[config.mk]
export PLATFORM = sky130hd
export DESIGN_NAME = dmem_arbiter
export DESIGN_NICKNAME = d
export VERILOG_FILES = /design/src/rtl/dmem_arbiter_pkg.sv /design/src/rtl/dmem_arbiter_arb_select.sv /design/src/rtl/dmem_arbiter.sv
export SDC_FILE = /design/constraint.sdc
export NUM_CORES = 1
export LEC_CHECK = 0
export ABC_CLOCK_PERIOD_IN_PS = 1500
export BUFFER_PORTS_ARGS = -buffer_cell sky130_fd_sc_hd__buf_2
export CAP_MARGIN = 25
export CELL_PAD_IN_SITES_DETAIL_PLACEMENT = 0
export CELL_PAD_IN_SITES_GLOBAL_PLACEMENT = 1
export CORE_MARGIN = 5
export CORE_UTILIZATION = 25
export DETAILED_ROUTE_END_ITERATION = 6
export MAX_ROUTING_LAYER = met4
export PLACE_DENSITY_LB_ADDON = 0.05
export SETUP_SLACK_MARGIN = 0.1
export SYNTH_ARGS = -nofsm -noshare
export SYNTH_HDL_FRONTEND = slang
export SYNTH_SLANG_ARGS = --single-unit
[constraint.sdc]
create_clock -name clk -period 1.5 [get_ports clk]
set_input_delay 0.375 -clock clk [delete_from_list [all_inputs] [get_ports clk]]
set_output_delay 0.375 -clock clk [all_outputs]
set_load 0.05 [all_outputs]
[src/rtl/dmem_arbiter_pkg.sv]
// Shared types and defaults for the data-memory arbiter.
package dmem_arbiter_pkg;

    localparam int unsigned DEF_ADDR_W   = 8;
    localparam int unsigned DEF_DATA_W   = 8;
    localparam int unsigned DEF_MAX_WAIT = 4;

    typedef enum logic [1:0] {
        IDLE   = 2'd0,
        ACCESS = 2'd1,
        RESP   = 2'd2
    } state_t;

    typedef enum logic {
        CORE = 1'b0,
        HOST = 1'b1
    } req_id_t;

    // Round-robin partner of a requester id.
    function automatic req_id_t other_id(input req_id_t id);
        return (id == CORE) ? HOST : CORE;
    endfunction

endpackage

[src/rtl/dmem_arbiter_arb_select.sv]
// Winner selection between core and host, with the host starvation counter.
module arb_select
    import dmem_arbiter_pkg::*;
#(
    parameter int unsigned MAX_WAIT = DEF_MAX_WAIT
) (
    input  logic    clk,
    input  logic    rst_n,
    input  logic    sel_en,
    input  logic    core_req,
    input  logic    host_req,
    input  logic    core_run,
    input  req_id_t last_winner,
    output logic    grant_valid,
    output req_id_t grant_id
);

    localparam int unsigned CNT_W = (MAX_WAIT > 0) ? $clog2(MAX_WAIT + 1) : 1;
    localparam logic [CNT_W-1:0] WAIT_LIMIT = CNT_W'(MAX_WAIT);

    logic [CNT_W-1:0] wait_cnt;

    // Pick the winner: core priority while running (bounded by wait_cnt), else round-robin.
    always_comb begin
        grant_valid = core_req | host_req;
        grant_id    = CORE;
        if (core_req && host_req) begin
            if (core_run) begin
                grant_id = (wait_cnt == WAIT_LIMIT) ? HOST : CORE;
            end else begin
                grant_id = other_id(last_winner);
            end
        end else if (host_req) begin
            grant_id = HOST;
        end
    end

    // Count core grants that overtook a pending host request; saturates at the limit.
    always_ff @(posedge clk) begin
        if (!rst_n) begin
            wait_cnt <= '0;
        end else if (sel_en) begin
            if (!host_req || grant_id == HOST) begin
                wait_cnt <= '0;
            end else if (wait_cnt != WAIT_LIMIT) begin
                wait_cnt <= wait_cnt + 1'b1;
            end
        end
    end

endmodule

[src/rtl/dmem_arbiter.sv]
// Single-port data memory arbiter between the core data path and the host loader.
module dmem_arbiter
    import dmem_arbiter_pkg::*;
#(
    parameter int unsigned ADDR_W   = DEF_ADDR_W,
    parameter int unsigned DATA_W   = DEF_DATA_W,
    parameter int unsigned MAX_WAIT = DEF_MAX_WAIT
) (
    input  logic              clk,
    input  logic              rst_n,
    input  logic              core_run,
    input  logic              core_req,
    input  logic              core_we,
    input  logic [ADDR_W-1:0] core_addr,
    input  logic [DATA_W-1:0] core_wdata,
    output logic              core_ack,
    output logic [DATA_W-1:0] core_rdata,
    input  logic              host_req,
    input  logic              host_we,
    input  logic [ADDR_W-1:0] host_addr,
    input  logic [DATA_W-1:0] host_wdata,
    output logic              host_ack,
    output logic [DATA_W-1:0] host_rdata,
    output logic              mem_en,
    output logic              mem_we,
    output logic [ADDR_W-1:0] mem_addr,
    output logic [DATA_W-1:0] mem_wdata,
    input  logic [DATA_W-1:0] mem_rdata,
    output logic              busy
);

    state_t            state;
    state_t            state_nxt;
    req_id_t           winner_q;
    req_id_t           last_winner;
    logic              we_q;
    logic [ADDR_W-1:0] addr_q;
    logic [DATA_W-1:0] wdata_q;
    logic [DATA_W-1:0] core_rdata_q;
    logic [DATA_W-1:0] host_rdata_q;
    logic              grant_valid;
    req_id_t           grant_id;

    arb_select #(
        .MAX_WAIT (MAX_WAIT)
    ) u_arb_select (
        .clk         (clk),
        .rst_n       (rst_n),
        .sel_en      (state == IDLE),
        .core_req    (core_req),
        .host_req    (host_req),
        .core_run    (core_run),
        .last_winner (last_winner),
        .grant_valid (grant_valid),
        .grant_id    (grant_id)
    );

    // State register; reset drops any in-flight transaction.
    always_ff @(posedge clk) begin
        if (!rst_n) begin
            state <= IDLE;
        end else begin
            state <= state_nxt;
        end
    end

    // Fixed IDLE -> ACCESS -> RESP sequence per transaction.
    always_comb begin
        state_nxt = state;
        unique case (state)
            IDLE:    if (grant_valid) state_nxt = ACCESS;
            ACCESS:  state_nxt = RESP;
            RESP:    state_nxt = IDLE;
            default: state_nxt = IDLE;
        endcase
    end

    // Latch the winner's payload in IDLE; capture read data and round-robin history in RESP.
    always_ff @(posedge clk) begin
        if (!rst_n) begin
            winner_q     <= CORE;
            last_winner  <= HOST;
            we_q         <= 1'b0;
            addr_q       <= '0;
            wdata_q      <= '0;
            core_rdata_q <= '0;
            host_rdata_q <= '0;
        end else begin
            if (state == IDLE && grant_valid) begin
                winner_q <= grant_id;
                if (grant_id == HOST) begin
                    we_q    <= host_we;
                    addr_q  <= host_addr;
                    wdata_q <= host_wdata;
                end else begin
                    we_q    <= core_we;
                    addr_q  <= core_addr;
                    wdata_q <= core_wdata;
                end
            end
            if (state == RESP) begin
                last_winner <= winner_q;
                if (winner_q == HOST) begin
                    host_rdata_q <= mem_rdata;
                end else begin
                    core_rdata_q <= mem_rdata;
                end
            end
        end
    end

    // Decode memory strobes and acks from state; the winner's rdata is bypassed from
    // mem_rdata during RESP so it is valid alongside the ack, then held by its register.
    always_comb begin
        mem_en     = 1'b0;
        mem_we     = 1'b0;
        mem_addr   = '0;
        mem_wdata  = '0;
        core_ack   = 1'b0;
        host_ack   = 1'b0;
        core_rdata = core_rdata_q;
        host_rdata = host_rdata_q;
        busy       = (state != IDLE);
        unique case (state)
            ACCESS: begin
                mem_en    = 1'b1;
                mem_we    = we_q;
                mem_addr  = addr_q;
                mem_wdata = wdata_q;
            end
            RESP: begin
                if (winner_q == HOST) begin
                    host_ack   = 1'b1;
                    host_rdata = mem_rdata;
                end else begin
                    core_ack   = 1'b1;
                    core_rdata = mem_rdata;
                end
            end
            default: ;
        endcase
    end

endmodule

# Word-level counts from Yosys, hierarchy flattened

Index checks and enable logic that the tools add are counted.

$add $sub $neg: 1
Eq/ne operators: 5
Multiplexer cells: 24
Bitwise logic cells: 1
Reduce and logical (&&, ||, !) cells: 8

Operator list:

| cell                | number |
|---|---|
| $mux 8              | 8 |
| $mux 1              | 12 |
| $mux 3              | 2 |
| $pmux 2 s2          | 1 |
| $reduce_bool 2->1   | 2 |
| $add 3x1->3 const B | 1 |
| $eq 3x3->1 const B  | 1 |
| $ne 3x3->1 const B  | 1 |
| $eq 2x1->1 const B  | 1 |
| $eq 2x2->1 const B  | 1 |
| $logic_and 1x1->1   | 2 |
| $logic_not 2->1     | 1 |
| $mux 2              | 1 |
| $ne 2x2->1 const B  | 1 |
| $reduce_and 2->1    | 1 |
| $logic_not 1->1     | 1 |
| $logic_or 1x1->1    | 1 |
| $or 1x1->1          | 1 |

Bits in registers: 40
Input port bits: 47
Output and inout bits: 37
Word-level logic and storage cells: 48

# Depth between registers and ports, before layout

Gate-level depths: netlist of run 1.

Depth after elaboration: 7
Gate-level depth with buffers: 8
Depth with buffers taken out: 6

# By module

From an unflattened synthesis of run 1, not the netlist that was laid out.

Cells, all modules: 241
Area total of the unflattened synthesis: 2267.2 µm²

By module, submodules not included:

| module       | times used | cells each | area each (µm²) | seq. area each (µm²) |
|---|---|---|---|---|
| dmem_arbiter | 1          | 215        | 2048.2          | 740.7 |
| arb_select   | 1          | 26         | 219.0           | 60.1 |

# Worst setup path before layout of run 1

No wires, ideal clock.

Path type: register to output
From: reg state[0]
To: out mem_addr[0]
Arrival: 1.495 ns
Required time: 1.125 ns
Path slack: -0.370 ns
Cell stages (with the launch flop): 4
Buffers on the path: 1
Path through: dfxtp_1 nor2b_1 buf_2 and2_1

Word-level cells in the longest chain between the ends: 2

Ends and longest elaborated chain:

| element                  | line                | RTL |
|---|---|---|
| start: declaration       | dmem_arbiter.sv:32  | `state_t state;` |
| start signal: assignment | dmem_arbiter.sv:63  | `state <= state_nxt;` |
| $eq 2x1->1               | dmem_arbiter.sv:124 | `unique case (state)` |
| $mux 8                   | dmem_arbiter.sv:124 |  |
| end: declaration         | dmem_arbiter.sv:26  | `output logic [ADDR_W-1:0] mem_addr,` |

Every way passes these cells.

# Worst setup path in the final report of run 1

From: reg state[0]
To: out core_rdata[3]

Word-level cells in the longest chain between the ends: 2

Ends and longest elaborated chain:

| element          | line                | RTL |
|---|---|---|
| $eq 2x2->1       | dmem_arbiter.sv:124 |  |
| $mux 8           | -                   |  |
| end: declaration | dmem_arbiter.sv:17  | `output logic [DATA_W-1:0] core_rdata,` |

Every way passes these cells.

==> results.cfg, run 1 <==
[status]
status = finished with violations
violations = setup timing

[critical_path]
critPathLaunch = state[0]$_SDFFE_PN0P_
r2r_slack_ns = 0.10
critical_path_buf_inv_count = 2
startpoint_type = register
cp.arrival_ns = 1.50
path_delay_family = flip-flops
cp_cell_sequence = nand2b_4 -> nor2_4 -> buf_12 -> mux2_4 -> buf_6
crit_end = core_rdata[3]
critical_path.endpoint_type = output port
r2r_end = wdata_q[5]$_SDFFE_PN0P_
crit_slowest_cell = dfxtp_2
reg2reg_depth = 7
critical_path.max_fanout = 9
cpPeakStageDelay_ns = 0.33
r2r_start = state[0]$_SDFFE_PN0P_
path_depth = 5
worst_ep_required_time_ns = 1.12
crit_type = register to output port

[yosys]
syn_nets = 256
synth_edf_count = 0
ys_seq_area_share_pct = 43.4
ys_warn_count = 0
synth_cell_types = 30
synthAdderAreaFrac_pct = 1.36
synth-xor-area-share_pct = 0
postSynthCellCount = 207
avgSynthCellArea_um2 = 8.92
synth_simple_gate_area_share_pct = 24.6
synth_compound_area_share_pct = 15.0
synth_area_mm2 = 0.00185
synth_ff_type = dfxtp_1
ys_seq_elements = 40
async_flop_share_pct = 0
synth_top_family_by_area = simple AND/OR/NAND/NOR gates
synthMuxAreaShare_pct = 10.3

[sta]
fin_skew_ns = 0.00744
min_period_over_period_pct = 125
hold_violations = 0
fin_ws_ns = -0.378
setup_viol = 36
finalCriticalPeriod_ns = 1.88
rsz0062_at_grt = yes
maxSlewViolCount = 0
max_slew.worst_pin.slew_ns = 0.293
setup_tns_ns = -10.56
fmax_mhz = 532
slew_headroom_pct = 80.4

[final_layout]
nNetsFinal = 360
mostFrequentLayoutCells = buf_2 (46), dfxtp_1 (35), nand2_1 (34)
n_antenna_cell = 0
syn_to_final_growth_pct = 79.9
finalCoreUtilization_pct = 46.0
drive_gt1_share_pct = 56.7
fillers = 725
layout_commonest_cell = buf_2

[global_route]
grt_remaining_overflow = 0
grt_pass1_vias = 1787
grt_usage_pct = 12.7
grt_start_max_net_pins = 21
grt_pass1_wl_um = 8650
antenna_found_initial = 0

[detailed_routing]
drc = 0
viasPerCell = 4.27
vias = 1754
drt-initial-drc-count = 51
wirelength_um = 5750
wl_per_cell_um = 14.0
drtAntennaViolNets = 0
dr.pass1.iters = 4

[min_path]
hold_class = input port to register

[cts]
path_clk_slew_ns = 0.09
cts_tree = done
numCtsBuffers = 5
cts.sinks = 40
cts_buffer_depth = 2
h-tree-depth = 2
postCtsHoldBufs = 0
clk_latency_ns = 0.29
clockRootBuffer = clkbuf_8

[floorplan]
boundaryPins = 84
core_mm2 = 0.00721
dieArea_mm2 = 0.00920
rows = 31
chipWidth_um = 95.9
initial_core_util_pct = 25.6
die_height_um = 95.9

[place]
place_congestion = 0.722
dp_hpwl_um = 3600
port_buffers = 83

[power_and_ir_drop]
leakage_nw = 1.49
p_per_area_mw_per_mm2 = 891
ir_drop_mv = 0.433

[job]
maxCapViolCount = 0
## power breakdown
group          leakage, nW  internal (W)  switching, W
Combinational         1.10      0.000444      0.000449
Clock               0.0541      0.000493      0.000405
Sequential           0.330       0.00113     0.0000321
Total                 1.49       0.00207      0.000887
## kinds of logic (layout without fill, tap and decap cells)
kind of cell,Yosys count,in the layout
DFF,40,40
and+or+nand+nor,86,86
buffers and inverters,17,122
AOI/OAI and AO/OA,45,45
adders and majority gates,2,2
muxes,17,17
## state kept, by name, indices dropped and copies added, names as in the netlist
name and count:
addr_q 8, core_rdata_q 8, host_rdata_q 8, wdata_q 8
u_arb_select.wait_cnt 3, state 2, last_winner 1, we_q 1
winner_q 1
## through the flow
| step | cell area [um^2] | total power, W | setup WS (ns) | cells | hold WS, ns |
|---|---|---|---|---|---|
| after floorplan | 1960 | 0.00160 | -0.227 | 207 | 0.450 |
| after global placement | 2590 | 0.00181 | -0.0974 | 390 | 0.466 |
| after detailed placement | 2590 | 0.00180 | -0.108 | 390 | 0.476 |
| after CTS | 3100 | 0.00289 | -0.401 | 404 | 0.314 |
| after global routing | 3320 | 0.00311 | -0.458 | 411 | 0.319 |
| final | 3320 | 0.00296 | -0.378 | 411 | 0.329 |
## worst min path at each step
stage / slack, ns / to / from / cells after the start
5_1_grt: 0.32 / wdata_q[3]$_SDFFE_PN0P_ / host_wdata[3] / 3
6_report: 0.33 / addr_q[3]$_SDFFE_PN0P_ / core_addr[3] / 3
2_1_floorplan: 0.45 / u_arb_select.wait_cnt[0]$_SDFFE_PN0P_ / u_arb_select.wait_cnt[0]$_SDFFE_PN0P_ / 2
3_3_place_gp: 0.47 / u_arb_select.wait_cnt[0]$_SDFFE_PN0P_ / u_arb_select.wait_cnt[0]$_SDFFE_PN0P_ / 2
4_1_cts: 0.31 / addr_q[3]$_SDFFE_PN0P_ / core_addr[3] / 3
3_5_place_dp: 0.48 / u_arb_select.wait_cnt[0]$_SDFFE_PN0P_ / u_arb_select.wait_cnt[0]$_SDFFE_PN0P_ / 2
## tightest hold or removal path, stage by stage
cell,delay [ns]
buf_2,0.09
nand2_1,0.04
a31oi_1,0.07
## area by class of cell
type / instances / area (um^2) / area share (%)
repair buffers: 110 / 1100 / 33.2
clock buffers: 5 / 68.8 / 2.07
well taps: 99 / 124 / 3.73
flip-flops and latches: 40 / 810 / 24.4
multi-input cells: 150 / 1150 / 34.8
inverters: 4 / 17.5 / 0.528
clock inverters: 3 / 42.5 / 1.28
## Yosys cell counts (2+ instances only)
master     n  area [um^2]
a21boi_0   2         15.0
a31oi_1   17          106
and2_1    35          219
buf_2      6         30.0
clkbuf_1   4         15.0
dfxtp_1   40          801
ha_1       2         25.0
inv_1      4         15.0
mux2_2    16          180
nand2_1   37          139
nand3_1    2         10.0
nand3b_1   2         15.0
nor2b_1    4         25.0
o21a_1     2         15.0
o21ai_0   19         95.1
## routing by layer
| metal | share of wire [%] | vias up | wire (um) | track usage (%) |
|---|---|---|---|---|
| li1 | - | 909 | - | - |
| met1 | 44 | 796 | 2540 | 15.3 |
| met2 | 50 | 45 | 2890 | 20.7 |
| met3 | 4.6 | 4 | 267 | 3.28 |
| met4 | 0.97 | 0 | 56 | 4.27 |
| met5 | 0 | - | 0 | - |
## what timing repair did
item | in CTS | in global routing
setup endpoints to repair | 55 | 58
gates resized for setup | 99 | 28
setup buffers | 4 | 3
gates cloned | 2 | 4
pin swaps | 1 | 2
(Power assumes the default switching activity.)
==> inputs of run 2 (changes only) <==
Settings changed: CTS_BUF_LIST from default to sky130_fd_sc_hd__clkbuf_8, TNS_END_PERCENT from default to 5.
==> run 2 against run 1 <==
  * First-iteration DRC count decreased by 29%
  * Die area stayed put
  * Total power is 11% lower
  * Count of clock-buffer cells in the layout is 1 higher
  * Wire length is 8.8% lower
  * The flow still finishes with violations (setup timing)
  * Highest routed layer unchanged
  * Utilization shrank 5.2 points
  * Hold slack got worse by 0.00098 ns
  * Sequential cell count unchanged
  * Combinational power down 22%
  * Clock power is 14% lower
  * Critical endpoint unchanged
==> results.cfg, run 2 (synthesis gave the netlist of run 1 again) <==
[final_layout]
n_antenna_cell = 0
fillers = 763
syn_to_final_growth_pct = 59.7
regArea_um2 = 807
layout_commonest_cell = buf_2
drive_gt1_share_pct = 52.6
mostFrequentLayoutCells = buf_2 (47), dfxtp_1 (35), buf_6 (28)
finalCoreUtilization_pct = 40.9
multiInputGateArea_mm2 = 0.00107
nNetsFinal = 350
final_area_mm2 = 0.00295

[power_and_ir_drop]
leakage_nw = 1.33
p_per_area_mw_per_mm2 = 892
ir_drop_mv = 0.397

[floorplan]
chipWidth_um = 95.9
initial_core_util_pct = 25.6
dieArea_mm2 = 0.00920
die_height_um = 95.9
boundaryPins = 84
core_mm2 = 0.00721
rows = 31

[detailed_routing]
drc = 0
vias = 1726
viasPerCell = 4.30
wl_per_cell_um = 13.1
wirelength_um = 5250
drt-initial-drc-count = 36
drtAntennaViolNets = 0
dr.pass1.iters = 4

[sta]
holdWs_ns = 0.328
max_slew.worst_pin.slew_ns = 0.375
fin_skew_ns = 0.00713
maxSlewViolCount = 0
fin_ws_ns = -0.388
fmax_mhz = 530
setup_viol = 36
finalCriticalPeriod_ns = 1.89
min_period_over_period_pct = 126
hold_violations = 0
rsz0062_at_grt = yes
slew_headroom_pct = 74.8

[critical_path]
crit_slowest_cell = dfxtp_2
critical_path.endpoint_type = output port
cp_cell_sequence = nand2b_4 -> nor2_4 -> buf_12 -> mux2_4 -> buf_6
cp.arrival_ns = 1.51
r2r_start = u_arb_select.wait_cnt[0]$_SDFFE_PN0P_
crit_type = register to output port
critPathLaunch = state[0]$_SDFFE_PN0P_
worst_ep_required_time_ns = 1.12
cpPeakStageDelay_ns = 0.34
startpoint_type = register
critical_path.max_fanout = 9

[place]
place_area_mm2 = 0.00256
place_congestion = 0.682
port_buffers = 83
dp_hpwl_um = 3660

[status]
violations = setup timing
status = finished with violations

[global_route]
grt_remaining_overflow = 0
grt_start_max_net_pins = 41
grt_pass1_wl_um = 8560
grt_pass1_vias = 1852
grt_usage_pct = 12.2
antenna_found_initial = 0

[cts]
numCtsBuffers = 5
path_clk_slew_ns = 0.08
postCtsHoldBufs = 0
clockRootBuffer = clkbuf_8
clk_latency_ns = 0.29
cts.sinks = 40
post_cts_buffers = 0
cts_tree = done
h-tree-depth = 2
cts_buffer_depth = 2

[min_path]
min_from = core_addr[7]
hold_class = input port to register

[job]
maxCapViolCount = 0
-- run 2: per-layer routing --
metal	global-route usage (%)	up-vias	part of all wire (%)
met3	3.60	5	5.7
li1	-	891	-
met1	14.4	781	44
met2	20.3	49	49
met4	3.55	0	0.76
met5	-	-	0
-- run 2: where the power goes --
group,leakage (nW),total (W),switching (W),internal (W)
Clock,0.0434,0.000769,0.000396,0.000373
Sequential,0.330,0.00117,0.0000324,0.00113
Combinational,0.953,0.000693,0.000386,0.000308
Total,1.33,0.00263,0.000814,0.00181
-- run 2: metrics by stage --
step,worst slack (ns),std cells,TNS (ns),total power (W)
3_3_place_gp,-0.0995,393,-2.11,0.00180
5_1_grt,-0.457,401,-13.10,0.00278
4_1_cts,-0.412,401,-11.81,0.00266
3_5_place_dp,-0.122,393,-1.97,0.00180
2_1_floorplan,-0.227,207,-2.96,0.00159
6_report,-0.388,401,-10.12,0.00263
-- run 2: final timing paths --
path	to	slack [ns]	cells after the start
worst max register to register	wdata_q[6]$_SDFFE_PN0P_	0.11	7
worst min-delay path	addr_q[7]$_SDFFE_PN0P_	0.33	3
worst min register to register	addr_q[3]$_SDFFE_PN0P_	0.52	2
worst max-delay path	core_rdata[3]	-0.39	5
-- run 2: worst max-delay path, delay by kind of cell (launching register included) --
family / cells / cell delay (ns)
buffers and inverters: 2 / 0.29
flip-flops: 1 / 0.34
multiplexers: 1 / 0.31
AND/OR/NAND/NOR: 2 / 0.27
-- run 2: repair_timing --
action	CTS	global route
setup endpoints to repair	54	56
gates resized for setup	76	22
hold endpoints to repair	0	0
pin swaps	3	20
-- run 2: cell type report --
class,instances,share of cell area [%]
well taps,99,4.20
flip-flops and latches,40,27.4
clock buffers,6,2.80
multi-input cells,150,36.2
clock inverters,2,0.509
repair buffers,100,28.4
inverters,4,0.509
